===== src/rtl/mem_pkg.sv =====
// Shared encodings, FSM state type and byte-lane helpers for the memory stage.
package mem_pkg;

  localparam logic [1:0] SZ_BYTE = 2'b00;
  localparam logic [1:0] SZ_HALF = 2'b01;
  localparam logic [1:0] SZ_WORD = 2'b10;

  typedef enum logic [0:0] {StIdle, StBusy} state_e;

  // Big-endian: byte at offset k sits on lane 3-k; be[3] covers bits 31:24.
  function automatic logic [3:0] lane_be(input logic [1:0] size, input logic [1:0] off);
    logic [3:0] be;
    case (size)
      SZ_BYTE: be = 4'b1000 >> off;
      SZ_HALF: be = off[1] ? 4'b0011 : 4'b1100;
      default: be = 4'b1111;
    endcase
    return be;
  endfunction

  function automatic logic [31:0] lane_wdata(input logic [1:0] size, input logic [31:0] d);
    logic [31:0] w;
    case (size)
      SZ_BYTE: w = {4{d[7:0]}};
      SZ_HALF: w = {2{d[15:0]}};
      default: w = d;
    endcase
    return w;
  endfunction

endpackage


===== src/rtl/mem_load_align.sv =====
// Combinational big-endian lane extraction and zero/sign extension of load data.
module mem_load_align
  import mem_pkg::*;
(
  input  logic [31:0] rdata,
  input  logic [1:0]  offset,
  input  logic [1:0]  size,
  input  logic        is_signed,
  output logic [31:0] result
);

  logic [7:0]  byte_v;
  logic [15:0] half_v;

  always_comb begin
    byte_v = 8'h00;
    unique case (offset)
      2'd0: byte_v = rdata[31:24];
      2'd1: byte_v = rdata[23:16];
      2'd2: byte_v = rdata[15:8];
      2'd3: byte_v = rdata[7:0];
    endcase
    half_v = offset[1] ? rdata[15:0] : rdata[31:16];
    case (size)
      SZ_BYTE: result = {{24{is_signed & byte_v[7]}}, byte_v};
      SZ_HALF: result = {{16{is_signed & half_v[15]}}, half_v};
      default: result = rdata;
    endcase
  end

endmodule


===== src/rtl/mem_access_unit.sv =====
// MIPS memory stage: ready/valid data-memory access with pipeline stall and MEM/WB register.
// Optional MEM_MISALIGN_TRAP_EN: trap misaligned half/word accesses instead of issuing them.
module mem_access_unit
  import mem_pkg::*;
#(
  parameter int unsigned ADDR_W = 32,
  parameter int unsigned DATA_W = 32
) (
  input  logic              clk,
  input  logic              reset,
  input  logic              in_valid,
  input  logic              in_mem_read,
  input  logic              in_mem_write,
  input  logic [1:0]        in_size,
  input  logic              in_signed,
  input  logic [ADDR_W-1:0] in_alu_result,
  input  logic [DATA_W-1:0] in_store_data,
  input  logic [4:0]        in_rd,
  input  logic              in_reg_write,
  output logic              stall,
  output logic              bus_req,
  output logic              bus_we,
  output logic [ADDR_W-1:0] bus_addr,
  output logic [3:0]        bus_be,
  output logic [DATA_W-1:0] bus_wdata,
  input  logic              bus_ready,
  input  logic [DATA_W-1:0] bus_rdata,
  output logic              wb_valid,
  output logic [DATA_W-1:0] wb_data,
  output logic [4:0]        wb_rd,
  output logic              wb_reg_write,
  output logic              exc_misalign
);

  state_e      state;
  logic        memop;
  logic        misalign;
  logic [1:0]  off;
  logic [4:0]  l_rd;
  logic [1:0]  l_size;
  logic        l_signed;
  logic        l_reg_write;
  logic        l_store;
  logic [1:0]  l_off;
  logic [31:0] load_val;

  assign memop = in_mem_read | in_mem_write;
  assign off   = in_alu_result[1:0];

`ifdef MEM_MISALIGN_TRAP_EN
  assign misalign = in_valid & memop &
                    (((in_size == SZ_HALF) & off[0]) | (in_size[1] & (off != 2'b00)));
`else
  assign misalign = 1'b0;
`endif

  assign stall = ~reset & ((state == StIdle) ? (in_valid & memop & ~misalign) : ~bus_ready);

  mem_load_align u_load_align (
    .rdata     (bus_rdata),
    .offset    (l_off),
    .size      (l_size),
    .is_signed (l_signed),
    .result    (load_val)
  );

  always_ff @(posedge clk) begin
    if (reset) begin
      state        <= StIdle;
      bus_req      <= 1'b0;
      bus_we       <= 1'b0;
      bus_addr     <= '0;
      bus_be       <= 4'h0;
      bus_wdata    <= '0;
      wb_valid     <= 1'b0;
      wb_data      <= '0;
      wb_rd        <= 5'd0;
      wb_reg_write <= 1'b0;
      exc_misalign <= 1'b0;
      l_rd         <= 5'd0;
      l_size       <= SZ_BYTE;
      l_signed     <= 1'b0;
      l_reg_write  <= 1'b0;
      l_store      <= 1'b0;
      l_off        <= 2'b00;
    end else begin
      exc_misalign <= 1'b0;
      unique case (state)
        StIdle: begin
          if (in_valid && memop && !misalign) begin
            bus_req     <= 1'b1;
            bus_we      <= in_mem_write;
            bus_addr    <= {in_alu_result[ADDR_W-1:2], 2'b00};
            bus_be      <= lane_be(in_size, off);
            bus_wdata   <= lane_wdata(in_size, in_store_data);
            l_rd        <= in_rd;
            l_size      <= in_size;
            l_signed    <= in_signed;
            l_reg_write <= in_reg_write;
            l_store     <= in_mem_write;
            l_off       <= off;
            wb_valid    <= 1'b0;
            state       <= StBusy;
          end else begin
            // Pass-through slot; a trapped access retires here with write-back suppressed.
            wb_valid     <= in_valid;
            wb_data      <= in_alu_result;
            wb_rd        <= in_rd;
            wb_reg_write <= in_reg_write & ~misalign;
            exc_misalign <= misalign;
          end
        end
        StBusy: begin
          wb_valid <= 1'b0;
          if (bus_ready) begin
            bus_req      <= 1'b0;
            wb_valid     <= 1'b1;
            wb_data      <= load_val;
            wb_rd        <= l_rd;
            wb_reg_write <= l_reg_write & ~l_store;
            state        <= StIdle;
          end
        end
      endcase
    end
  end

endmodule


===== config.mk =====
export PLATFORM = sky130hd
export DESIGN_NAME = mem_access_unit
export DESIGN_NICKNAME = d
export VERILOG_FILES = /design/src/rtl/mem_pkg.sv /design/src/rtl/mem_load_align.sv /design/src/rtl/mem_access_unit.sv
export SDC_FILE = /design/constraint.sdc
export NUM_CORES = 1
export LEC_CHECK = 0
export BUFFER_PORTS_ARGS = -buffer_cell sky130_fd_sc_hd__buf_2
export CAP_MARGIN = 30
export CORE_MARGIN = 3
export CORE_UTILIZATION = 53
export CTS_CLUSTER_DIAMETER = 30
export DETAILED_ROUTE_END_ITERATION = 6
export MAX_ROUTING_LAYER = met4
export PLACE_DENSITY = 0.95
export SLEW_MARGIN = 10
export SYNTH_ARGS = -nofsm -noshare
export SYNTH_HDL_FRONTEND = slang
export SYNTH_SLANG_ARGS = --single-unit

===== constraint.sdc =====
create_clock -name clk -period 4.2 [get_ports clk]
set_input_delay 0.21 -clock clk [delete_from_list [all_inputs] [get_ports clk]]
set_output_delay 0.21 -clock clk [all_outputs]
set_load 0.02 [all_outputs]

==> results by group <==
Global route
  • GRT Residual Overflow: 0
  • Pin count of the biggest net entering global routing: 77
  • GR met3 Demand/Resource: 0.07927
  • Vias in the first global route: 6,132
  • Met1 Use GR: 0.3985
  • Gr busiest metal: met2
  • Global-route wire length before repair: 30,880 um
  • Met2 usage: 0.5427
  • Gr usage total: 0.3423
  • Initial antenna violation count: 0

Run status
  • Status: finished, violations left
  • Failing checks: DRC

Worst setup path
  • CP cell instances: nor3_1 > a32o_1 > a21oi_2 > a221oi_1
  • CP Max Fanout: 25
  • Slowest stage delay, CP: 690 ps
  • Top Family by Delay on Critical Path: compound AO/OA/AOI/OAI gates
  • Setup CP Type: reg -> reg
  • CP required: 4580 ps
  • Crit. End Element: register
  • Crit path arrival time: 2730 ps
  • CP Launch Type: register
  • Worst path buffer plus inverter count: 0
  • Slowest cell on crit path: a32o_1

Timing
  • Final slew viol count: 0
  • Final period util: 0.5583
  • F_max: 426.5 MHz
  • Hold slack final: 39.55 ps
  • Clk_skew: 8.465 ps
  • Final worst slack: 1855 ps
  • Worst Tran Pin Value: 838.5 ps
  • Rel. slew slack: 0.4390
  • Final hold violation count: 0
  • Setup TNS: 0 ps
  • Fin crit period: 2345 ps
  • Setup violations, final: 0
  • RSZ-0062 raised after global routing: false

Synthesis
  • Ys flop type: dfxtp_1
  • Post-synthesis sequential area ratio: 0.4195
  • Mean post-synth cell area: 7.790 um2
  • Synth area leaders: dfxtp_1 (42%), nand2_1 (12%), a21oi_1 (5.9%)
  • Synth top area share: 0.4195
  • Number of synthesized register bits: 119
  • Yosys top cell by area: dfxtp_1
  • Yosys warns: 0
  • Async SR Flop Fraction: 0
  • Post-Syn Area: 0.005679 mm2
  • Number of synthesized flops with an enable pin: 0
  • Distinct cells, synth: 44
  • Mapped Cells: 729

Clock tree
  • Clock Pin Slew Worst Setup and Hold Paths: 60 ps
  • Post-cts resize count: 0
  • CTS tree: done
  • Worst-Skew Late Latency: 510 ps
  • CTS buffer count: 17
  • Clock sinks: 119
  • Clock root cell: clkbuf_8
  • Max clock buf depth: 2
  • H-Tree Depth: 4

Drt
  • Avg WL per Cell: 18.68 um
  • Starting DRT DRC Count: 910
  • Post-route ant nets: 0
  • Drt first pass iters: 7
  • Via count: 6,711
  • Vias per cell: 6.035
  • Detailed Route WL: 20,780 um
  • DR DRC count: 3

Finish
  • Fill cell count: 692
  • Commonest non-fill, non-tap cell in the layout: buf_2
  • # diodes: 0
  • Reg area: 0.002384 mm2
  • Nets: 1,074
  • Area of the multi-input gates: 0.002998 mm2
  • Share of cells above drive strength 1: 0.2736
  • Area Overhead vs Synth: 39.46%
  • Most frequent cells in the layout: buf_2 (217), nand2_1 (174), dfxtp_1 (118)

Place
  • DP Worst Slack: 2006 ps
  • # port buffers: 218
  • Detailed placer's ending HPWL: 12,950 um
  • GP Congestion: 0.9170

Floorplanning
  • Die X: 109.5 um
  • Initial Util: 0.5477
  • Die height: 109.5 um
  • Die area: 0.01199 mm2
  • I/O Pins: 222
  • Area of the core: 0.01037 mm2
  • Row cnt: 37

Power
  • P per Cell Area: 441.9 mW/mm2
  • Flop pwr share: 0.365
  • Net switching power: 1.039 mW
  • Gate power share: 0.196
  • P_leak: 3.511 nW
  • Maximum VDD drop: 0.3607 mV
  • Design internal power: 2.461 mW
  • Clk network pwr share: 0.440
  • Sw Share: 0.2968

Worst hold path
  • Hold Crit Class: in -> reg

Run
  • Max-cap viol count: 0
## cells in the mapped netlist (3+ instances only)
library cell / number
a211oi_1: 19
a21oi_1: 67
a221oi_1: 8
a222oi_1: 7
a22o_1: 9
a22oi_1: 7
a311oi_1: 14
and3_1: 6
buf_1: 7
buf_2: 13
buf_4: 6
clkbuf_1: 43
dfxtp_1: 119
mux2i_1: 29
nand2_1: 175
nand2b_1: 4
nand3_1: 16
nand3b_1: 18
nor2_1: 47
nor2b_1: 7
nor3_1: 24
o21a_1: 3
o21ai_0: 41
o31ai_1: 16
o32a_1: 5
## final timing paths
check / cells past startpoint / end / slack [ps] / from
worst max-delay path: 4 / wb_data[11]$_SDFFE_PP0P_ / 1860 / l_size[1]$_SDFFE_PP0P_
worst min-delay path: 4 / l_store$_SDFFE_PP0P_ / 40 / in_mem_read
worst max register to register: 4 / wb_data[11]$_SDFFE_PP0P_ / 1860 / l_size[1]$_SDFFE_PP0P_
worst min register to register: 2 / bus_addr[14]$_SDFFE_PP0P_ / 450 / bus_addr[14]$_SDFFE_PP0P_
## state kept, by name (all words and copies together), names as in the netlist, 2 cells and up
register and flops:
bus_be 4, l_off 2, wb_data 32, l_size 2, bus_wdata 32, wb_rd 5, l_rd 5, bus_addr 30
## logic make-up after synthesis
group,after synthesis,share of synthesized area
AND/OR/NAND/NOR,300,0.2293
other,1,0.0006603
flip-flops,119,0.4195
multiplexers,33,0.06014
buffers and inverters,72,0.05574
AO/OA/AOI/OAI,204,0.2346
## tightest hold or removal path: cells and delay by family
family	cells	cell delay [ps]
AO/OA/AOI/OAI	1	50
buffers and inverters	1	120
AND/OR/NAND/NOR	2	130
## layer usage
metal	wire, um	share of wire
met5	0	0
met4	1139	0.055
met3	2090	0.10
met2	10010	0.48
met1	7538	0.36
## power groups by stage
stage / clock [mW] / sequential [mW] / combinational [mW]
after floorplan: 0 / 1.38 / 0.306
after global placement: 0 / 1.29 / 0.604
after detailed placement: 0 / 1.29 / 0.617
after CTS: 1.54 / 1.27 / 0.664
after global routing: 1.60 / 1.28 / 0.734
final: 1.54 / 1.28 / 0.685
## through the flow
| stage | util | instance area, um2 | cells | power, mW |
|---|---|---|---|---|
| final | 0.7638 | 7920 | 1112 | 3.500 |
| after global routing | 0.7638 | 7920 | 1112 | 3.623 |
| after CTS | 0.7623 | 7905 | 1110 | 3.475 |
| after detailed placement | 0.6478 | 6718 | 1022 | 1.910 |
| after global placement | 0.6478 | 6718 | 1022 | 1.895 |
| after floorplan | - | 5687 | 731 | 1.689 |
## timing repair
item	4_1_cts	5_1_grt
hold endpoints to repair	64	0
hold buffers	56	0
buffers inserted	0	0
## cell type report
class	instances	area share
Multi-Input combinational cell	540	0.3785
Sequential cell	119	0.3009
Timing Repair Buffer	283	0.2190
Clock buffer	19	0.05450
Clock inverter	13	0.02464
Tap cell	136	0.02148
Inverter	2	0.0009479
Note: power is estimated with default switching activity, not from simulation.
